==> src/rtl/mult_div_unit_if.sv <==
// Request/response bundle of the sequential 32-bit signed multiply/divide unit.
// The master drives the request and observes status and result; the slave is the unit.
interface mult_div_unit_if;
    logic        start;
    logic        op;
    logic [31:0] a;
    logic [31:0] b;
    logic        busy;
    logic        done;
    logic        div_zero;
    logic [31:0] hi;
    logic [31:0] lo;

    modport master (output start, op, a, b, input busy, done, div_zero, hi, lo);
    modport slave  (input start, op, a, b, output busy, done, div_zero, hi, lo);
endinterface

==> src/rtl/mult_div_unit.sv <==
// Iterative signed 32x32 multiplier (radix-2 Booth) and restoring divider.
// The two share one 33-bit accumulator and one 32-bit shift register.
module mult_div_unit (
    input  logic             clk,
    input  logic             reset,
    mult_div_unit_if.slave   bus
);
    typedef enum logic [2:0] {S_IDLE, S_MULT, S_DIV, S_FIX, S_DONE} state_t;

    state_t      state_q, state_d;
    logic [4:0]  cnt_q;
    logic        op_q;
    logic        dz_q;
    logic        neg_a_q;
    logic        neg_b_q;
    logic [31:0] m_q;
    logic [32:0] acc_q;
    logic [31:0] low_q;
    logic        qm1_q;
    logic [31:0] hi_q;
    logic [31:0] lo_q;

    logic [32:0] booth_sum;
    logic [32:0] rem_sh;
    logic [32:0] trial;

    always_ff @(posedge clk or negedge reset) begin
        if (!reset) state_q <= S_IDLE;
        else        state_q <= state_d;
    end

    always_comb begin
        state_d = state_q;
        case (state_q)
            S_IDLE: if (bus.start) begin
                if (!bus.op)              state_d = S_MULT;
                else if (bus.b == 32'd0)  state_d = S_DONE;
                else                      state_d = S_DIV;
            end
            S_MULT:  if (cnt_q == 5'd31) state_d = S_FIX;
            S_DIV:   if (cnt_q == 5'd31) state_d = S_FIX;
            S_FIX:   state_d = S_DONE;
            S_DONE:  state_d = S_IDLE;
            default: state_d = S_IDLE;
        endcase
    end

    always_comb begin
        bus.busy     = (state_q == S_MULT) || (state_q == S_DIV) || (state_q == S_FIX);
        bus.done     = (state_q == S_DONE);
        bus.div_zero = (state_q == S_DONE) && dz_q;
    end

    assign bus.hi = hi_q;
    assign bus.lo = lo_q;

    // Booth step: multiplicand sign-extended to 33 bits so -2^31 * -2^31 cannot overflow
    always_comb begin
        case ({low_q[0], qm1_q})
            2'b01:   booth_sum = acc_q + {m_q[31], m_q};
            2'b10:   booth_sum = acc_q - {m_q[31], m_q};
            default: booth_sum = acc_q;
        endcase
    end

    // Divisor magnitude is unsigned here; 0x80000000 is a valid magnitude
    assign rem_sh = {acc_q[31:0], low_q[31]};
    assign trial  = rem_sh - {1'b0, m_q};

    always_ff @(posedge clk or negedge reset) begin
        if (!reset) begin
            cnt_q   <= 5'd0;
            op_q    <= 1'b0;
            dz_q    <= 1'b0;
            neg_a_q <= 1'b0;
            neg_b_q <= 1'b0;
            m_q     <= 32'd0;
            acc_q   <= 33'd0;
            low_q   <= 32'd0;
            qm1_q   <= 1'b0;
            hi_q    <= 32'd0;
            lo_q    <= 32'd0;
        end else begin
            case (state_q)
                S_IDLE: if (bus.start) begin
                    cnt_q   <= 5'd0;
                    op_q    <= bus.op;
                    dz_q    <= bus.op && (bus.b == 32'd0);
                    neg_a_q <= bus.a[31];
                    neg_b_q <= bus.b[31];
                    acc_q   <= 33'd0;
                    qm1_q   <= 1'b0;
                    if (!bus.op) begin
                        m_q   <= bus.a;
                        low_q <= bus.b;
                    end else begin
                        m_q   <= bus.b[31] ? (32'd0 - bus.b) : bus.b;
                        low_q <= bus.a[31] ? (32'd0 - bus.a) : bus.a;
                    end
                end
                S_MULT: begin
                    cnt_q <= cnt_q + 5'd1;
                    acc_q <= {booth_sum[32], booth_sum[32:1]};
                    low_q <= {booth_sum[0], low_q[31:1]};
                    qm1_q <= low_q[0];
                end
                S_DIV: begin
                    cnt_q <= cnt_q + 5'd1;
                    if (!trial[32]) begin
                        acc_q <= trial;
                        low_q <= {low_q[30:0], 1'b1};
                    end else begin
                        acc_q <= rem_sh;
                        low_q <= {low_q[30:0], 1'b0};
                    end
                end
                S_FIX: begin
                    if (!op_q) begin
                        hi_q <= acc_q[31:0];
                        lo_q <= low_q;
                    end else begin
                        hi_q <= neg_a_q ? (32'd0 - acc_q[31:0]) : acc_q[31:0];
                        lo_q <= (neg_a_q ^ neg_b_q) ? (32'd0 - low_q) : low_q;
                    end
                end
                default: ;
            endcase
        end
    end
endmodule
==> src/flat_wrapper.sv <==
// flat-port wrapper written by rule: the top's interface ports become plain ports
module mult_div_unit_flat 
  (clk, reset, bus_start, bus_op, bus_a, bus_b, bus_busy, bus_done, bus_div_zero, bus_hi, bus_lo);
  mult_div_unit_if bus_i ();
  input  logic clk;
  input  logic reset;
  input wire logic [$bits(bus_i.start)-1:0] bus_start;
  input wire logic [$bits(bus_i.op)-1:0] bus_op;
  input wire logic [$bits(bus_i.a)-1:0] bus_a;
  input wire logic [$bits(bus_i.b)-1:0] bus_b;
  output wire logic [$bits(bus_i.busy)-1:0] bus_busy;
  output wire logic [$bits(bus_i.done)-1:0] bus_done;
  output wire logic [$bits(bus_i.div_zero)-1:0] bus_div_zero;
  output wire logic [$bits(bus_i.hi)-1:0] bus_hi;
  output wire logic [$bits(bus_i.lo)-1:0] bus_lo;
  assign bus_i.start = bus_start;
  assign bus_i.op = bus_op;
  assign bus_i.a = bus_a;
  assign bus_i.b = bus_b;
  assign bus_busy = bus_i.busy;
  assign bus_done = bus_i.done;
  assign bus_div_zero = bus_i.div_zero;
  assign bus_hi = bus_i.hi;
  assign bus_lo = bus_i.lo;
  mult_div_unit u_core (.clk(clk), .reset(reset), .bus(bus_i));
endmodule
==> config.mk <==
export PLATFORM = sky130hd
export DESIGN_NAME = mult_div_unit_flat
export DESIGN_NICKNAME = d
export VERILOG_FILES = /design/src/rtl/mult_div_unit_if.sv /design/src/rtl/mult_div_unit.sv /design/src/flat_wrapper.sv
export SDC_FILE = /design/constraint.sdc
export NUM_CORES = 1
export LEC_CHECK = 0
export ABC_CLOCK_PERIOD_IN_PS = 5200
export CAP_MARGIN = 5
export CELL_PAD_IN_SITES_DETAIL_PLACEMENT = 1
export CELL_PAD_IN_SITES_GLOBAL_PLACEMENT = 1
export CORE_MARGIN = 2
export CORE_UTILIZATION = 44
export DETAILED_ROUTE_END_ITERATION = 16
export PLACE_DENSITY = 0.89
export SLEW_MARGIN = 0
export SYNTH_ARGS = -nofsm -noshare
export SYNTH_HDL_FRONTEND = slang
export SYNTH_SLANG_ARGS = --single-unit
==> constraint.sdc <==
create_clock -name clk -period 5.2 [get_ports clk]
set_clock_uncertainty 0.05 [all_clocks]
set_input_delay 1.04 -clock clk [delete_from_list [all_inputs] [get_ports clk]]
set_output_delay 1.04 -clock clk [all_outputs]
set_load 0.01 [all_outputs]
==> results of run 1 <==
per-stage QoR:
| step | hold slack [ns] | cells | worst slack (ns) | instance area [um^2] |
|---|---|---|---|---|
| 2_1_floorplan | 0.392 | 1792 | 0.860 | 14300 |
| 3_3_place_gp | 0.410 | 2290 | 0.736 | 16100 |
| 3_5_place_dp | 0.419 | 2290 | 0.656 | 16100 |
| 4_1_cts | 0.436 | 2322 | 0.617 | 16700 |
| 5_1_grt | 0.451 | 2322 | 0.214 | 16700 |
| 6_report | 0.429 | 2322 | 0.580 | 16700 |
kinds of logic after synthesis:
group	count (synthesis)
adders and majority gates	75
DFF	174
AOI/OAI and AO/OA	599
muxes	29
xor gates and xnor gates	204
buffers and inverters	167
and+or+nand+nor	544
metal layers:
metal  GRT usage  vias up
met5           0        -
met4       0.142        0
met3      0.0354      131
met2       0.518      423
met1       0.381     7163
li1            -     6617
worst max-delay path by stage:
stage               slack, ns               end  cells past startpoint
finish                   0.58  u_core.acc_q[31]                     17
global route             0.21  u_core.acc_q[31]                     17
CTS                      0.62  u_core.acc_q[31]                     17
detailed placement       0.66  u_core.acc_q[31]                     17
global placement         0.74  u_core.low_q[31]                      8
floorplan                0.86  u_core.acc_q[14]                     18
flip-flops by register name, summed over array words and instances, names as in the netlist:
signal	flops
u_core.op_q	1
u_core.cnt_q	5
u_core.bus.lo	32
u_core.dz_q	1
u_core.low_q	32
u_core.bus.hi	32
u_core.qm1_q	1
u_core.state_q	3
u_core.neg_b_q	1
u_core.neg_a_q	1
u_core.acc_q	33
u_core.m_q	32
area by class of cell:
| cell class | count | area [um^2] | area share |
|---|---|---|---|
| clock inverters | 15 | 191 | 0.0115 |
| multi-input cells | 1451 | 9340 | 0.559 |
| well taps | 435 | 544 | 0.0326 |
| clock buffers | 17 | 425 | 0.0255 |
| inverters | 60 | 225 | 0.0135 |
| repair buffers | 170 | 1620 | 0.0970 |
| flip-flops and latches | 174 | 4350 | 0.261 |
power groups by stage:
stage / Sequential (uW) / Combinational (uW) / Clock [uW]
after floorplan: 2570 / 6180 / 0
final: 2770 / 8960 / 1390
after global routing: 2850 / 9830 / 1440
after global placement: 2730 / 8340 / 0
after CTS: 2750 / 8870 / 1400
after detailed placement: 2770 / 8720 / 0
layout by cell type (no fill, tap or decap), drive strengths merged, types with 6 or more instances in the layout:
| master | instances |
|---|---|
| a211oi | 22 |
| a21o | 27 |
| a21oi | 132 |
| a221o | 9 |
| a221oi | 29 |
| a222oi | 16 |
| a22oi | 7 |
| a311oi | 6 |
| a31oi | 22 |
| a41oi | 7 |
| and2 | 9 |
| and3 | 15 |
| buf | 38 |
| clkbuf | 17 |
| clkdlybuf4s50 | 132 |
| dfrtp | 174 |
| ha | 73 |
| inv | 68 |
| mux2 | 6 |
| mux2i | 23 |
| nand2 | 223 |
| nand2b | 19 |
| nand3 | 21 |
| nand4 | 10 |
| nor2 | 155 |
| nor2b | 9 |
| nor3 | 33 |
| nor4 | 12 |
| o211ai | 8 |
| o21a | 15 |
| o21ai | 221 |
| o21bai | 7 |
| o221ai | 10 |
| o31ai | 23 |
| o41ai | 11 |
| or3 | 19 |
| or4 | 10 |
| xnor2 | 110 |
| xor2 | 94 |
worst max-delay path: stages (launching register included):
cell and delay, ns:
dfrtp_1 0.42, nor4_1 0.49, nand2_1 0.19, nor2b_1 0.20, buf_4 0.16, a31oi_1 0.09
xnor2_1 0.20, ha_1 0.34, a21oi_1 0.21, o21ai_0 0.12, a21oi_1 0.37, a311oi_1 0.19
a211oi_1 0.47, o21ai_0 0.20, xor2_1 0.17, nand2b_1 0.12, or3_1 0.32, a41oi_1 0.20
==> out/results.ini, run 1 <==
[power_and_ir_drop]
clkPwrFrac = 0.106
power_leakage_uw = 0.00701
p_switching_uw = 6760
ir_drop_mv = 0.357
power_switching_share = 0.515
p_int_uw = 6360
power_frac_comb = 0.683
power_uw = 13100
seqPwrFrac = 0.211
power.density_nw_per_um2 = 785

[floorplan]
dieHeight_um = 184
die_w_um = 184
core-area_um2 = 31800
start_util = 0.449
boundaryPins = 135
die_area_um2 = 33900
row_count = 65

[setup_path]
cp.arrival_ns = 4.94
r2r-end = u_core.acc_q[31]
worstPathRequired_ns = 5.52
worstSetupEndpointType = flip-flop
critPathKind = reg -> reg
start_kind = flip-flop
ff2ff_path_depth = 17
regToRegSetupSlack_ns = 0.58
crit_fanout = 6
cp-startpoint = u_core.m_q[6]
r2r_start = u_core.m_q[6]

[cells_and_area]
synthToLayoutAreaGrowth_pct = 16.9
nFillCells = 3823
antennaDiodeCount = 0
final_nets = 2017
drive_gt1_frac = 0.0556
utilization = 0.525

[synth]
synth_ff_type = dfrtp_1
postSynthRegisterBits = 174
synthMuxAreaShare = 0.0208
synthArstFlopShare = 1.00
synth-xor-area-share = 0.125
synth_area_leaders = dfrtp_1, o21ai_0, xnor2_1
synth_adder_area_share = 0.0667
synth_edf_count = 0
synth-compound-area-share = 0.266
ys_seq_area_frac = 0.305
yosys.cell_count.top_type = nand2_1
avgSynthCellArea_um2 = 7.97
yosys.area.top_type_share = 0.305
yosys_warnings = 0
yosysTopAreaCell = dfrtp_1
synth.distinct_cells = 69
mappedNetlistArea_um2 = 14300
synth_common_cells = nand2_1, o21ai_0, dfrtp_1, nor2_1, a21oi_1
synth_top_family_by_area = compound AO/OA/AOI/OAI gates
syn_inst = 1792
synth_nets = 1935
synth-simple-area-share = 0.173

[drt]
wl_met1_mm = 21.7
drc = 0
routed_wl_mm = 50.5
vias_per_cell = 6.17
first_pass_iters = 7
dr.max_layer_used = met4
antenna_left = 0
wl_per_cell_um = 21.8
routed-wl-met3_mm = 1.95
wl_met2_mm = 24.8
vias = 14300
first_iter_violations = 1228

[timing]
max_clock_freq_mhz = 216
slew_headroom = 0.283
finalHoldViolations = 0
period_share = 0.888
setup_tns_ns = 0
grt_setup_unrepaired = no
slew_violations = 0
post-route-min-period_ns = 4.62
setup_viol = 0
worst_pin_slew_ns = 1.07

[hold_path]
worstHoldPathCells = 2
hold_start = u_core.bus.hi[23]
worstHoldPathType = reg -> reg
holdPathEnd = u_core.bus.hi[23]

[grt]
grt_first_pass_wirelength_mm = 80.9
antenna_found_initial = 0
grt_start_max_net_pins = 128
grt_usage = 0.302
grt_pass1_vias = 14900
grt.overflow.total = 0

[clock_network]
clockRootBuffer = clkbuf_16
cts.sinks = 174
cts-htree-levels = 4
clk_latency_ns = 0.46
postCtsHoldBufs = 0
numCtsBuffers = 17
cts_resized = 0
cts_tree = done
clkSlewWorstSetupHoldPaths_ns = 0.08
clk_path_buf_depth = 2
cts_setup_buffers = 0

[placed_design]
numPortBuffers = 134
hpwl_mm = 37.7
gp_congestion = 0.983

[job]
cap_violations = 0

[run_status]
status = complete, no violations

No activity file was read; power rests on OpenSTA's default activity.
==> run 2, diff against run 1 <==
Settings changed: CORE_ASPECT_RATIO from default to 1.4.
==> run 2 against run 1 <==
  * Worst setup slack worse by 0.21 ns
  * Die area about the same
  * Clock-buffer cell count up 1
  * Maximum frequency down 4.3%
  * Critical path type unchanged
  * Sequential power up 1%
  * Sequential share of layout area up 0.18 points
  * Non-clock buffer count down 6
  * First-iteration DRC count down 5.5%
  * Global-route usage up 0.58 points
  * Critical endpoint is now u_core.acc_q[2]
==> out/results.ini, run 2 (synthesis gave the netlist of run 1 again) <==
[floorplan]
start_util = 0.444  ; -0.00567
dieHeight_um = 217  ; +18%
row_count = 78  ; +20%
boundaryPins = 135  ; unchanged
core-area_um2 = 32200  ; +1.3%
die_w_um = 156  ; -15%
die_area_um2 = 33900  ; about the same

[setup_path]
timing.critical_path.to = u_core.acc_q[2]
cp_cell_sequence = inv_1, ha_1, inv_1, fa_1, a21o_1, a221o_1, o211ai_1, a31oi_1, nand4_1, a311oi_1, a21o_1, a21o_1, ha_1, buf_4, buf_4, nor2_1, a211oi_1, a21oi_1, o21ai_0
start_kind = flip-flop
ff2ff_path_depth = 19  ; +2
cpPeakStageDelay_ns = 0.46  ; -0.03 ns
crit_fanout = 15  ; +9
critPathKind = reg -> reg
regToRegSetupSlack_ns = 0.37  ; -0.21 ns
crit_top_cell = a21o_1
worstPathRequired_ns = 5.52  ; about the same
r2r-end = u_core.acc_q[2]
cp-startpoint = u_core.low_q[31]
slowest_stage = dfrtp_1
r2r_start = u_core.low_q[31]
cp.arrival_ns = 5.15  ; +0.21 ns
worstSetupEndpointType = flip-flop

[clock_network]
clk_latency_ns = 0.47  ; about the same
cts-htree-levels = 4  ; unchanged
clockRootBuffer = clkbuf_16
clkSlewWorstSetupHoldPaths_ns = 0.08  ; about the same
postCtsHoldBufs = 0  ; unchanged
cts_setup_buffers = 0  ; unchanged
cts.sinks = 174  ; unchanged
clk_path_buf_depth = 2  ; unchanged
numCtsBuffers = 17  ; unchanged
cts_tree = done

[cells_and_area]
multi_input_area_um2 = 9350  ; about the same
regArea_um2 = 4350  ; unchanged
drive_gt1_frac = 0.0526  ; -0.00301
final_nets = 2011  ; -0.30%
synthToLayoutAreaGrowth_pct = 16.1
largest_register = u_core.acc_q
layout_common_cells = nand2_1, o21ai_0, dfrtp_1
layout_commonest_cell = nand2_1
largest_reg_flops = 33  ; unchanged
utilization = 0.515  ; -0.0102
nFillCells = 3902  ; +2.1%

[timing]
slew_headroom = 0.195  ; -0.0879
post-route-min-period_ns = 4.83  ; +0.209 ns
finalHoldViolations = 0  ; unchanged
setup_tns_ns = 0  ; unchanged
grt_setup_unrepaired = no
setup_viol = 0  ; unchanged
worst_pin_slew_ns = 1.20  ; +0.132 ns
setup_slack_ns = 0.371  ; -0.209 ns
period_share = 0.929  ; +0.0402
slew_violations = 0  ; unchanged
max_clock_freq_mhz = 207  ; -4.3%

[placed_design]
numPortBuffers = 134  ; unchanged
gp_congestion = 0.939  ; -4.4%
hpwl_mm = 38.7  ; +2.8%
place_ws_ns = 0.443  ; -0.213 ns

[power_and_ir_drop]
power_switching_share = 0.519  ; +0.00342
p_switching_uw = 6780  ; +0.26%
p_int_uw = 6290  ; -1.1%
power.density_nw_per_um2 = 788  ; +0.29%
ir_drop_mv = 0.288  ; -19%
power_uw = 13100  ; -0.40%
seqPwrFrac = 0.215  ; +0.004
power_leakage_uw = 0.00697  ; -0.65%
power_frac_comb = 0.684  ; about the same
clkPwrFrac = 0.101  ; -0.005

[drt]
vias_per_cell = 6.24  ; +1.1%
first_pass_iters = 8  ; +1
first_iter_violations = 1160  ; -5.5%
wl_per_cell_um = 22.5  ; +3.2%
vias = 14300  ; -0.55%
routed_wl_mm = 51.3  ; +1.5%
antenna_left = 0  ; unchanged
drc = 0  ; unchanged

[hold_path]
worstHoldPathType = reg -> reg
worstHoldPathCells = 2  ; unchanged
hold_start = u_core.bus.hi[22]

[grt]
grt_pass1_vias = 15200  ; +2.2%
antenna_found_initial = 1  ; +1
grt_start_max_net_pins = 99  ; -23%
grt.overflow.total = 0  ; unchanged
grt_first_pass_wirelength_mm = 82.0  ; +1.4%
grt_usage = 0.308  ; +0.00580

[run_status]
status = complete, no violations

[job]
cap_violations = 0  ; unchanged

==> run 2: cell count changes in the layout (fill, tap and decap cells not counted), sizes merged <==
cell / before / now
clkbuf: 17 / 18
buf: 38 / 32
diode: 0 / 2
clkinvlp: 1 / 0
inv: 68 / 69
bufinv: 1 / 0
==> run 2: power groups by stage <==
stage                     Sequential [uW]  Clock, uW  Combinational [uW]
after floorplan                      2570          0                6180
after global placement               2760          0                8360
after detailed placement             2800          0                8730
after CTS                            2790       1340                8860
after global routing                 2890       1380                9840
final                                2810       1320                8940
==> run 2: per-stage QoR <==
stage,instance area [um^2],std cells,hold WS (ns)
after global placement,16000,2249,0.410
after floorplan,14300,1792,0.392
final,16600,2283,0.426
after detailed placement,16000,2249,0.419
after CTS,16600,2281,0.434
after global routing,16600,2282,0.453
==> run 2: area by class of cell <==
class | count | share of cell area
diodes | 2 | 0.000302
clock buffers | 18 | 0.0259
clock inverters | 14 | 0.00981
inverters | 60 | 0.0136
multi-input cells | 1451 | 0.564
flip-flops and latches | 174 | 0.263
well taps | 400 | 0.0302
repair buffers | 164 | 0.0942
==> run 2: how the worst min path moves through the flow <==
stage | end | slack (ns)
4_1_cts | u_core.bus.hi[22] | 0.43
3_5_place_dp | u_core.bus.hi[22] | 0.42
6_report | u_core.bus.hi[22] | 0.43
5_1_grt | u_core.bus.hi[27] | 0.45
3_3_place_gp | u_core.bus.hi[20] | 0.41
2_1_floorplan | u_core.dz_q | 0.39
==> run 2: worst max-delay path: cells and delay by family (launching register included) <==
family                   cells  cell delay (ns)
flip-flops                   1             0.46
AND/OR/NAND/NOR              2             0.35
buffers and inverters        4             0.71
AO/OA/AOI/OAI               10             2.25
adder cells (fa/ha/maj)      3             0.89
==> run 2: timing repair <==
item | CTS | global route
hold endpoints to repair | 0 | 0
gates resized for setup | 0 | 1
setup endpoints to repair | 0 | 1
==> run 2: metal layers <==
layer	share of wire	global-route usage	up-vias
met5	0	0	-
met4	0.064	0.182	0
met3	0.040	0.0422	163
met2	0.51	0.550	448
met1	0.39	0.347	7048
li1	-	-	6596
